$ cat src/rtl/pipeline_ctrl_pkg.sv
// Shared definitions for the pipeline hazard/stall controller: state encoding
// and the bundle of pipeline-register control strobes.
package pipeline_ctrl_pkg;

  typedef enum logic [1:0] {
    ST_RUN     = 2'd0,
    ST_MD_WAIT = 2'd1,
    ST_HALT    = 2'd2
  } state_t;

  typedef struct packed {
    logic pc_write;
    logic if_id_write;
    logic if_id_flush;
    logic id_ex_bubble;
    logic id_ex_hold;
    logic ex_mem_bubble;
    logic muldiv_start;
    logic halted;
  } ctrl_t;

  // Free-running pipeline: fetch and decode advance, nothing squashed.
  function automatic ctrl_t ctrl_run_default();
    ctrl_t c;
    c             = '0;
    c.pc_write    = 1'b1;
    c.if_id_write = 1'b1;
    return c;
  endfunction

  // Load-use stall: freeze fetch/decode, inject a bubble into EX.
  function automatic ctrl_t ctrl_load_use();
    ctrl_t c;
    c              = '0;
    c.id_ex_bubble = 1'b1;
    return c;
  endfunction

  // Divider busy: freeze everything up to EX and keep MEM fed with bubbles.
  function automatic ctrl_t ctrl_md_hold();
    ctrl_t c;
    c               = '0;
    c.id_ex_hold    = 1'b1;
    c.ex_mem_bubble = 1'b1;
    return c;
  endfunction

endpackage

$ cat src/rtl/sat_counter.sv
// Saturating up-counter with synchronous active-high clear.
module sat_counter #(
  parameter int W = 16
) (
  input  logic         clk,
  input  logic         rst,
  input  logic         i_inc,
  output logic [W-1:0] o_cnt
);

  logic [W-1:0] r_cnt;

  always_ff @(posedge clk) begin
    if (rst) begin
      r_cnt <= '0;
    end else if (i_inc && !(&r_cnt)) begin
      r_cnt <= r_cnt + W'(1);
    end
  end

  assign o_cnt = r_cnt;

endmodule

$ cat src/rtl/pipeline_ctrl.sv
// Pipeline stall/flush/halt controller with a multi-cycle divider wait state
// and saturating stall/flush performance counters.
//
// state      | meaning
// ST_RUN     | normal issue; resolves halt > branch > div > load-use
// ST_MD_WAIT | divider busy; pipeline frozen until muldiv_done
// ST_HALT    | ECALL/EBREAK retired; frozen until rst
module pipeline_ctrl
  import pipeline_ctrl_pkg::*;
#(
  parameter int CNT_W = 16
) (
  input  logic             clk,
  input  logic             rst,
  input  logic             load_use_stall,
  input  logic             branch_taken,
  input  logic             ex_muldiv_req,
  input  logic             muldiv_done,
  input  logic             halt_req,
  output logic             pc_write,
  output logic             if_id_write,
  output logic             if_id_flush,
  output logic             id_ex_bubble,
  output logic             id_ex_hold,
  output logic             ex_mem_bubble,
  output logic             muldiv_start,
  output logic             halted,
  output logic [CNT_W-1:0] stall_cnt,
  output logic [CNT_W-1:0] flush_cnt
);

  state_t r_state;
  state_t w_state_eff;
  state_t w_next;
  ctrl_t  w_ctrl;
  logic   w_lu, w_br, w_md, w_dn, w_ht;
  logic   w_stall_inc;
  logic   w_flush_inc;

  // During reset the controller behaves as an idle RUN cycle.
  assign w_state_eff = rst ? ST_RUN : r_state;
  assign w_lu        = load_use_stall & ~rst;
  assign w_br        = branch_taken   & ~rst;
  assign w_md        = ex_muldiv_req  & ~rst;
  assign w_dn        = muldiv_done    & ~rst;
  assign w_ht        = halt_req       & ~rst;

  always_comb begin
    w_ctrl = ctrl_run_default();
    w_next = w_state_eff;
    case (w_state_eff)
      ST_RUN: begin
        if (w_ht) begin
          w_ctrl = ctrl_load_use();
          w_next = ST_HALT;
        end else if (w_br) begin
          w_ctrl.if_id_flush  = 1'b1;
          w_ctrl.id_ex_bubble = 1'b1;
        end else if (w_md) begin
          w_ctrl              = ctrl_md_hold();
          w_ctrl.muldiv_start = 1'b1;
          w_next              = ST_MD_WAIT;
        end else if (w_lu) begin
          w_ctrl = ctrl_load_use();
        end
      end
      ST_MD_WAIT: begin
        // A queued DIV is only started once back in RUN, never in the done cycle.
        if (!w_dn) begin
          w_ctrl = ctrl_md_hold();
        end else begin
          w_next = ST_RUN;
          if (w_lu) begin
            w_ctrl = ctrl_load_use();
          end
        end
      end
      ST_HALT: begin
        w_ctrl               = '0;
        w_ctrl.id_ex_bubble  = 1'b1;
        w_ctrl.ex_mem_bubble = 1'b1;
        w_ctrl.halted        = 1'b1;
      end
      default: begin
        w_next = ST_RUN;
      end
    endcase
  end

  always_ff @(posedge clk) begin
    if (rst) begin
      r_state <= ST_RUN;
    end else begin
      r_state <= w_next;
    end
  end

  assign pc_write      = w_ctrl.pc_write;
  assign if_id_write   = w_ctrl.if_id_write;
  assign if_id_flush   = w_ctrl.if_id_flush;
  assign id_ex_bubble  = w_ctrl.id_ex_bubble;
  assign id_ex_hold    = w_ctrl.id_ex_hold;
  assign ex_mem_bubble = w_ctrl.ex_mem_bubble;
  assign muldiv_start  = w_ctrl.muldiv_start;
  assign halted        = w_ctrl.halted;

  assign w_stall_inc = ~w_ctrl.pc_write & (w_state_eff != ST_HALT);
  assign w_flush_inc = w_ctrl.if_id_flush;

  sat_counter #(.W(CNT_W)) u_stall_cnt (
    .clk   (clk),
    .rst   (rst),
    .i_inc (w_stall_inc),
    .o_cnt (stall_cnt)
  );

  sat_counter #(.W(CNT_W)) u_flush_cnt (
    .clk   (clk),
    .rst   (rst),
    .i_inc (w_flush_inc),
    .o_cnt (flush_cnt)
  );

endmodule

$ cat config.mk
export PLATFORM = sky130hd
export DESIGN_NAME = pipeline_ctrl
export DESIGN_NICKNAME = d
export VERILOG_FILES = /design/src/rtl/pipeline_ctrl_pkg.sv /design/src/rtl/sat_counter.sv /design/src/rtl/pipeline_ctrl.sv
export SDC_FILE = /design/constraint.sdc
export NUM_CORES = 1
export LEC_CHECK = 0
export BUFFER_PORTS_ARGS = -buffer_cell sky130_fd_sc_hd__buf_2
export CAP_MARGIN = 40
export CORE_ASPECT_RATIO = 0.5
export CORE_MARGIN = 2
export CORE_UTILIZATION = 30
export DETAILED_ROUTE_END_ITERATION = 8
export HOLD_SLACK_MARGIN = 0.08
export PLACE_DENSITY = 0.55
export SETUP_SLACK_MARGIN = 0.4
export SYNTH_ARGS = -nofsm -noshare
export SYNTH_HDL_FRONTEND = slang
export SYNTH_SLANG_ARGS = --single-unit
$ cat constraint.sdc
create_clock -name clk -period 2.8 [get_ports clk]
set_clock_uncertainty 0.2 [all_clocks]
set_input_delay 0.56 -clock clk [delete_from_list [all_inputs] [get_ports clk]]
set_output_delay 0.56 -clock clk [all_outputs]
set_load 0.05 [all_outputs]
# [Yosys cells after proc, flatten, opt, wreduce, memory -nomap -nowiden]
# Index checks and enable logic that the tools add are counted.
[totals] ff_bits=34 input_bits=7 output_inout_bits=40 wordCells=37
[classes] add_sub_neg=2 n_eq_ne=3 n_mux=14 bitwise_logic=8 n_reduce_logical=7
[op_table] operator="adder 16 x 1 -> 16 bit, second input constant" count=2
[op_table] operator="2-to-1 mux 8 bit" count=4
[op_table] operator="AND reduction 16 bit" count=2
[op_table] operator="case mux 8 bit (3 select lines)" count=1
[op_table] operator="2-to-1 mux 2 bit" count=7
[op_table] operator="bitwise AND 1 bit" count=6
[op_table] operator="case mux 2 bit (3 select lines)" count=1
[op_table] operator="2-to-1 mux 4 bit" count=1
[op_table] operator="equality test 2 x 1 -> 1 bit, second input constant" count=1
[op_table] operator="equality test 2 bit, second input constant" count=1
[op_table] operator="logical AND 1 bit" count=2
[op_table] operator="logical NOT 1 bit" count=2
[op_table] operator="logical NOT 2 bit" count=1
[op_table] operator="!= test 2 bit, second input constant" count=1
[op_table] operator="NOT 1 bit" count=2

# [Logic depth before layout (Yosys ltp)]
# Gate-level depths: netlist (run 1).
[depth] ltp_word=10 mapped_depth=7 depth_no_buf=6

# [Cells and area by module]
# Synthesis (run 1) repeated with hierarchy kept, for this count alone.
[hier_totals] cells_unflattened=225 hier_area_um2=1890.6
[modules_own_cells] mod="sat_counter" instances=2 cells_per_inst=96 area_each_um2=833.3 seq_area_each_um2=320.3
[modules_own_cells] mod="pipeline_ctrl" instances=1 cells_per_inst=33 area_each_um2=224.0 seq_area_each_um2=40.0

# [Worst setup path before layout (run 1)]
# No wires, ideal clock.
[synth_timing] kind="in2out" startpoint="input port rst" endpoint="output port ex_mem_bubble" arrival_ns=2.207 t_required_ns=2.040 setup_slack_ns=-0.167 cell_stages=4 path_buffers=1 cell_sequence="buf_6 > nor4_1 > nand3b_1 > a22oi_1"
[synth_between] elab_chain_cells=6 word_cells_on_any_way=14 classes_between="eq/ne: 2; mux: 6; bitwise: 5; reduce/logical: 1"
[synth_lines] element="from (decl)" line_no="pipeline_ctrl.sv:14" source="input logic rst,"
[synth_lines] element="NOT 1 bit"
[synth_lines] element="bitwise AND 1 bit" line_no="pipeline_ctrl.sv:44" source="assign w_md = ex_muldiv_req & ~rst;"
[synth_lines] element="2-to-1 mux 8 bit" line_no="pipeline_ctrl.sv:59" source="end else if (w_md) begin"
[synth_lines] element="2-to-1 mux 4 bit" line_no="pipeline_ctrl.sv:56" source="end else if (w_br) begin"
[synth_lines] element="2-to-1 mux 8 bit" line_no="pipeline_ctrl.sv:53" source="if (w_ht) begin"
[synth_lines] element="case mux 8 bit (3 select lines) (*)" line_no="pipeline_ctrl.sv:51" source="case (w_state_eff)"
[synth_lines] element="to (decl)" line_no="pipeline_ctrl.sv:25" source="output logic ex_mem_bubble,"
# Mark *: on every way between the ends. The rest lies on a longest branch, timed or not.

# [Final worst setup path (run 1)]
[layout_timing] startpoint="input port halt_req" endpoint="output port ex_mem_bubble"
[layout_between] elab_chain_cells=3
[layout_lines] element="from (decl)" line_no="pipeline_ctrl.sv:19" source="input logic halt_req,"
[layout_lines] element="bitwise AND 1 bit" line_no="pipeline_ctrl.sv:46" source="assign w_ht = halt_req & ~rst;"
[layout_lines] element="2-to-1 mux 8 bit" line_no="pipeline_ctrl.sv:53"
[layout_lines] element="case mux 8 bit (3 select lines)" line_no="pipeline_ctrl.sv:51"
# No other way between the ends.

==> qor.yml, run 1 <==
status:
  status: "complete, but fails checks"
  violations: "DRC"
pwr:
  peakVddDrop_mv: 0.301
  intPower_uw: 854
  p_sw_share_pct: 24.5
  p_switching_uw: 278
  comb_power_share_pct: 10.3
  power_frac_clock_pct: 45.5
  p_total_mw: 1.13
  powerDensity_mw_per_mm2: 481
  p_seq_share_pct: 44.3
  p_leak_nw: 0.926
drt:
  wirelength_um: 4360
  drtIter0Drc: 74
  via_per_inst: 5.13
  ant_nets: 0
  vias: 1750
  drc: 2
  first_pass_iters: 6
  wl_per_cell_um: 12.8
placed_design:
  dp_hpwl_um: 3180
  globalplace.congestion: 0.790
  place_area_mm2: 0.00217
  io_buffers: 46
logic_synthesis:
  synthAdderAreaFrac_pct: 1.41
  synth_mux_area_share_pct: 1.76
  synthFlopType: "dfxtp_1"
  yosys.area_share.simple_pct: 34.4
  synth_top_family_by_area: "simple AND/OR/NAND/NOR gates"
  ys_ff_latch: 34
  synth_compound_area_share_pct: 11.3
  synth_edf_count: 0
  syn_nets: 225
  synth_seq_area_share_pct: 38.2
  async_flop_share_pct: 0
  synth_warnings: 0
  synth_xor_area_share_pct: 8.85
  syn-instance-count: 216
  syn_area_mm2: 0.00178
  syn_area_per_cell_um2: 8.24
  synth_cell_types: 41
cells_and_area:
  final_area_mm2: 0.00235
  drive_above_1_share_pct: 27.6
  diodes: 0
  final_common_cell: "buf_2"
  final_cell_mix: "buf_2, dfxtp_1, nor2_1"
  finalNetCount: 277
  area_growth_pct: 32.0
clock_network:
  clk_latency_ns: 0.27
  cts_buffers: 5
  clock_path_buffers: 2
  clock-root-buffer: "clkbuf_16"
  clk_pin_slew_ns: 0.05
  h-tree-depth: 2
  clock_sinks: 34
  cts_tree: "done"
sta:
  min_period_ns: 2.34
  hold_violations: 0
  rsz0062_at_grt: "yes"
  period_share_pct: 83.5
  relSlewSlack_pct: 70.9
  tightestPinTransition_ns: 0.432
  tns_ns: 0
  setup_viol: 0
  hold-worst-slack_ns: 0.309
  fmax_ghz: 0.427
  slew_violations: 0
worst_hold_path:
  hold_start: "u_flush_cnt.o_cnt[1]"
  hp-class: "register to register"
critical_path:
  path_class: "primary input to output pin"
  worst_ep_arrival_time_ns: 1.58
  critPathMaxFanout: 4
  crit_start: "halt_req"
  end_kind: "output pin"
  startpoint_type: "primary input"
  r2r_start: "r_state[1]"
  cp.required_ns: 2.04
global_routing:
  grt_first_pass_wirelength_um: 7300
  grt_max_degree: 23
  first_global_vias: 1540
  overflow: 0
  grt.total_usage_pct: 13.7
  antenna_found_initial: 0
floorplan:
  ios: 47
  rows: 19
  fp.coreArea_mm2: 0.00561
  die_h_um: 58.5
  fp.dieArea_mm2: 0.00660
  start_util_pct: 31.7
  die_x_um: 113
run:
  drv_cap: 0
[cells in the mapped netlist, types with 2 or more instances]
cell,count,area [µm²]
a21oi_1,9,45.0
dfxtp_1,34,681
and3_1,3,18.8
xnor2_1,18,158
nand2_1,15,56.3
o21ai_0,8,40.0
nor3b_1,3,22.5
o211a_1,2,20.0
mux2i_1,2,20.0
o211ai_1,2,15.0
nor4_2,3,37.5
and2_1,2,12.5
nor4_1,7,43.8
or3_1,4,25.0
a32oi_1,2,17.5
nand4_1,12,75.1
inv_1,6,22.5
nor3_1,14,70.1
nor2_1,25,93.8
nand3b_1,2,15.0
nor2b_1,3,18.8
clkbuf_1,6,22.5
ha_1,2,25.0
and4_1,5,43.8
nand3_1,11,55.1
[power by group through the flow]
stage / clock, mW / combinational (mW) / sequential (mW)
floorplan: 0 / 0.0762 / 0.517
global placement: 0 / 0.110 / 0.510
detailed placement: 0 / 0.110 / 0.510
CTS: 0.530 / 0.114 / 0.500
global route: 0.554 / 0.125 / 0.502
finish: 0.514 / 0.116 / 0.501
[worst max-delay path: stages]
cell and delay, ns:
buf_8 0.10, nor4_4 0.28, nand3b_1 0.23, a22oi_2 0.23, buf_6 0.18
[repair_timing]
action,in CTS,in global routing
hold buffers,0,0
gates resized for setup,7,9
setup buffers,1,0
setup endpoints to repair,4,11
pin swaps,1,3
[through the flow]
step	instances	utilization (%)	setup slack, ns
6_report	341	41.9	0.461
5_1_grt	341	41.9	0.390
4_1_cts	341	41.5	0.387
3_5_place_dp	333	38.6	0.282
3_3_place_gp	333	38.6	0.287
2_1_floorplan	216	-	0.0969
[routing by layer]
metal	up-vias	GRT usage, %	share of wire, %
li1	898	-	-
met1	816	18.4	48
met2	34	22.1	47
met3	2	3.91	5.0
met4	0	3.48	0.62
met5	-	0	0
[worst paths after layout]
path	endpoint	slack (ns)	cells after the start
worst max register to register	u_stall_cnt.o_cnt[10]	0.57	5
worst min register to register	u_flush_cnt.o_cnt[1]	0.31	2
worst min-delay path	u_flush_cnt.o_cnt[1]	0.31	2
worst max-delay path	ex_mem_bubble	0.46	5
[logic make-up (layout without fill, tap and decap cells)]
family | count (synthesis) | count (layout)
buf+inv | 16 | 68
compound gates | 31 | 31
simple gates | 112 | 112
mux | 3 | 3
fa+ha+maj | 2 | 2
flops | 34 | 34
xor+xnor | 18 | 18
[registers in the layout, indices dropped and copies added (netlist names)]
register           count
u_flush_cnt.o_cnt     16
u_stall_cnt.o_cnt     16
r_state                2
[final cells by class]
type                       count  area, µm²
fill                         568       3260
multi-input combinational    166       1090
sequential                    34        687
timing repair buffer          54        322
clock buffer                   7        133
tap                           73       91.3
inverter                       7       26.3
No activity file was read; power rests on OpenSTA's default activity.
==> inputs of run 2 (changes only) <==
Settings changed: ABC_AREA set to 1, PLACE_DENSITY 0.55 to 0.56.
Clock period 2.8 ns to 2.1 ns, I/O delays scaled along.
==> run 2 against run 1 <==
Compared with the run above:
- the run now ends clean
- highest routed layer unchanged
- non-clock buffer count rose by 27
- synthesized cell count is 56% higher
- count of clock-buffer cells in the layout unchanged
==> qor.yml, run 2 <==
status:
  status: "finished clean"  # was complete, but fails checks
cells_and_area:
  final_common_cell: "nand2_1"  # was buf_2
  drive_above_1_share_pct: 43.1  # was 27.6%
  final_area_mm2: 0.00332  # was 0.00235 mm²
  multi_input_area_mm2: 0.00161  # was 0.00109 mm²
  final_cell_mix: "nand2_1, buf_2, nor2_1"  # was buf_2, dfxtp_1, nor2_1
  fin_util_pct: 48.8  # was 41.9%
  area_growth_pct: 54.9  # was 32.0%
  fillers: 682  # was 568
  finalNetCount: 429  # was 277
  finalNonFillerCells: 512  # was 341
  register_area_um2: 722  # was 687 µm²
  diodes: 0  # unchanged
sta:
  min_period_ns: 1.90
  rsz0062_at_grt: "yes"  # unchanged
  relSlewSlack_pct: 78.5  # was 70.9%
  tightestPinTransition_ns: 0.322  # was 0.432 ns
  slew_violations: 0  # unchanged
  setup_viol: 0  # unchanged
  setup_slack_ns: 0.202  # was 0.461 ns
  tns_ns: 0  # unchanged
  hold_violations: 0  # unchanged
  hold-worst-slack_ns: 0.242  # was 0.309 ns
  fmax_ghz: 0.527
  period_share_pct: 90.4
logic_synthesis:
  synth_commonest_cells: "nand2_1, nor2_1, dfxtp_1, inv_1, a21oi_1"  # was dfxtp_1, nor2_1, xnor2_1, nand2_1, nor3_1
  yosysMostFrequentCell: "nand2_1"  # was dfxtp_1
  synth_warnings: 0  # unchanged
  syn-instance-count: 336  # was 216
  ys_ff_latch: 34  # unchanged
  synth_cell_types: 31  # was 41
  syn_nets: 345  # was 225
  syn_area_mm2: 0.00214  # was 0.00178 mm²
  synth_top_area_share_pct: 31.8  # was 38.2%
  syn_area_per_cell_um2: 6.38  # was 8.24 µm²
  synthFlopType: "dfxtp_1"  # unchanged
  synthTopCellsByArea: "dfxtp_1, nand2_1, nor2_1"  # was dfxtp_1, xnor2_1, nor2_1
  synth_edf_count: 0  # unchanged
  async_flop_share_pct: 0  # unchanged
  synth_seq_area_share_pct: 31.8  # was 38.2%
  synth_top_area_cell: "dfxtp_1"  # unchanged
clock_network:
  clk_pin_slew_ns: 0.05  # about the same
  clock_path_buffers: 2  # unchanged
  h-tree-depth: 2  # unchanged
  cts_hold_buf: 0  # unchanged
  clock-root-buffer: "clkbuf_16"  # unchanged
  cts_tree: "done"  # unchanged
  clk_latency_ns: 0.29  # was 0.27 ns
  cts_buffers: 5  # unchanged
  clock_sinks: 34  # unchanged
floorplan:
  start_util_pct: 31.5  # was 31.7%
  fp.dieArea_mm2: 0.00788  # was 0.00660 mm²
  die_h_um: 63.8  # was 58.5 µm
  die_x_um: 124  # was 113 µm
  ios: 47  # unchanged
  rows: 21  # was 19
  fp.coreArea_mm2: 0.00681  # was 0.00561 mm²
drt:
  wl_per_cell_um: 12.6  # was 12.8 µm
  ant_nets: 0  # unchanged
  drtIter0Drc: 143  # was 74
  via_per_inst: 4.69  # was 5.13
  wirelength_um: 6460  # was 4360 µm
  first_pass_iters: 4  # was 6
  drc: 0  # was 2
  highest_layer: "met4"  # unchanged
  vias: 2399  # was 1750
  routed-wl-met3_um: 218  # was 220 µm
  met1_length_um: 3110  # was 2090 µm
  dr_wl_met2_um: 3030  # was 2030 µm
critical_path:
  slowest_delay_ns: 0.21  # was 0.28 ns
  cp.required_ns: 1.48  # was 2.04 ns
  crit_chain: "buf_6, inv_8, nand2_8, nand3_4, nor3_4, inv_2, nand3_4, buf_8"  # was buf_8, nor4_4, nand3b_1, a22oi_2, buf_6
  worst_ep_arrival_time_ns: 1.28  # was 1.58 ns
  startpoint_type: "primary input"  # unchanged
  path_common_cell: "nand3_4"
  end_kind: "output pin"  # unchanged
  critPathMaxFanout: 6  # was 4
  path_class: "primary input to output pin"  # unchanged
  cpMaxStageDelayCell: "nor3_4"  # was nor4_4
global_routing:
  grt.total_usage_pct: 16.7  # was 13.7%
  grt_first_pass_wirelength_um: 10200  # was 7300 µm
  grt_max_degree: 24  # was 23
  overflow: 0  # unchanged
  antenna_found_initial: 0  # unchanged
  first_global_vias: 2131  # was 1540
placed_design:
  place_area_mm2: 0.00264  # was 0.00217 mm²
  post-place-cells: 478  # was 333
  io_buffers: 46  # unchanged
  globalplace.congestion: 0.792  # was 0.790
  place_ws_ns: 0.0434  # was 0.282 ns
  dp_hpwl_um: 4090  # was 3180 µm
pwr:
  powerDensity_mw_per_mm2: 533  # was 481 mW/mm²
  p_leak_nw: 1.41  # was 0.926 nW
  p_total_mw: 1.77  # was 1.13 mW
  peakVddDrop_mv: 0.233  # was 0.301 mV
run:
  drv_cap: 0  # unchanged
worst_hold_path:
  hp-class: "register to register"  # unchanged
## run 2: path summary, 6_finish.rpt
path                                 start                     to  slack, ns  depth (start not counted)
worst min register to register  r_state[0]             r_state[1]       0.24                          1
worst max register to register  r_state[0]  u_flush_cnt.o_cnt[11]       0.43                          9
worst min-delay path            r_state[0]             r_state[1]       0.24                          1
worst max-delay path                   rst          ex_mem_bubble       0.20                          8
## run 2: repair_timing
item                                    4_1_cts  5_1_grt
endpoints found under the setup margin       40       41
pin swaps                                    11       18
resized for setup                            44       58
buffers inserted                              5       16
gates cloned                                  3        3
## run 2: cells by family (layout without fill, tap and decap cells)
logic type | after synthesis | in the layout | synth area share, %
buffers and inverters | 43 | 123 | 8.87
AOI/OAI and AO/OA | 38 | 38 | 9.22
DFF | 34 | 34 | 31.8
xor gates and xnor gates | 14 | 14 | 5.72
adders and majority gates | 2 | 2 | 1.17
and+or+nand+nor | 205 | 209 | 43.3
## run 2: cell type report
type	instances	share of cell area, %
Timing Repair inverter	1	0.188
Timing Repair Buffer	81	17.7
Clock buffer	7	4.00
Inverter	34	4.52
Sequential cell	34	21.7
Tap cell	92	3.47
Multi-Input combinational cell	263	48.4
## run 2: where the power goes
| group | switching [mW] | leakage (nW) | internal (mW) | total [mW] |
|---|---|---|---|---|
| Clock | 0.273 | 0.0640 | 0.434 | 0.706 |
| Sequential | 0.0187 | 0.287 | 0.659 | 0.678 |
| Combinational | 0.242 | 1.06 | 0.145 | 0.387 |
## run 2: routing by layer
metal	track usage [%]	vias up
met5	0	-
met4	5.97	0
met3	3.93	9
met2	26.0	34
met1	22.4	1101
li1	-	1255
## run 2: critical path, delay by kind of cell
kind,cells,cell delay (ns)
buffers and inverters,4,0.41
and+or+nand+nor,4,0.44
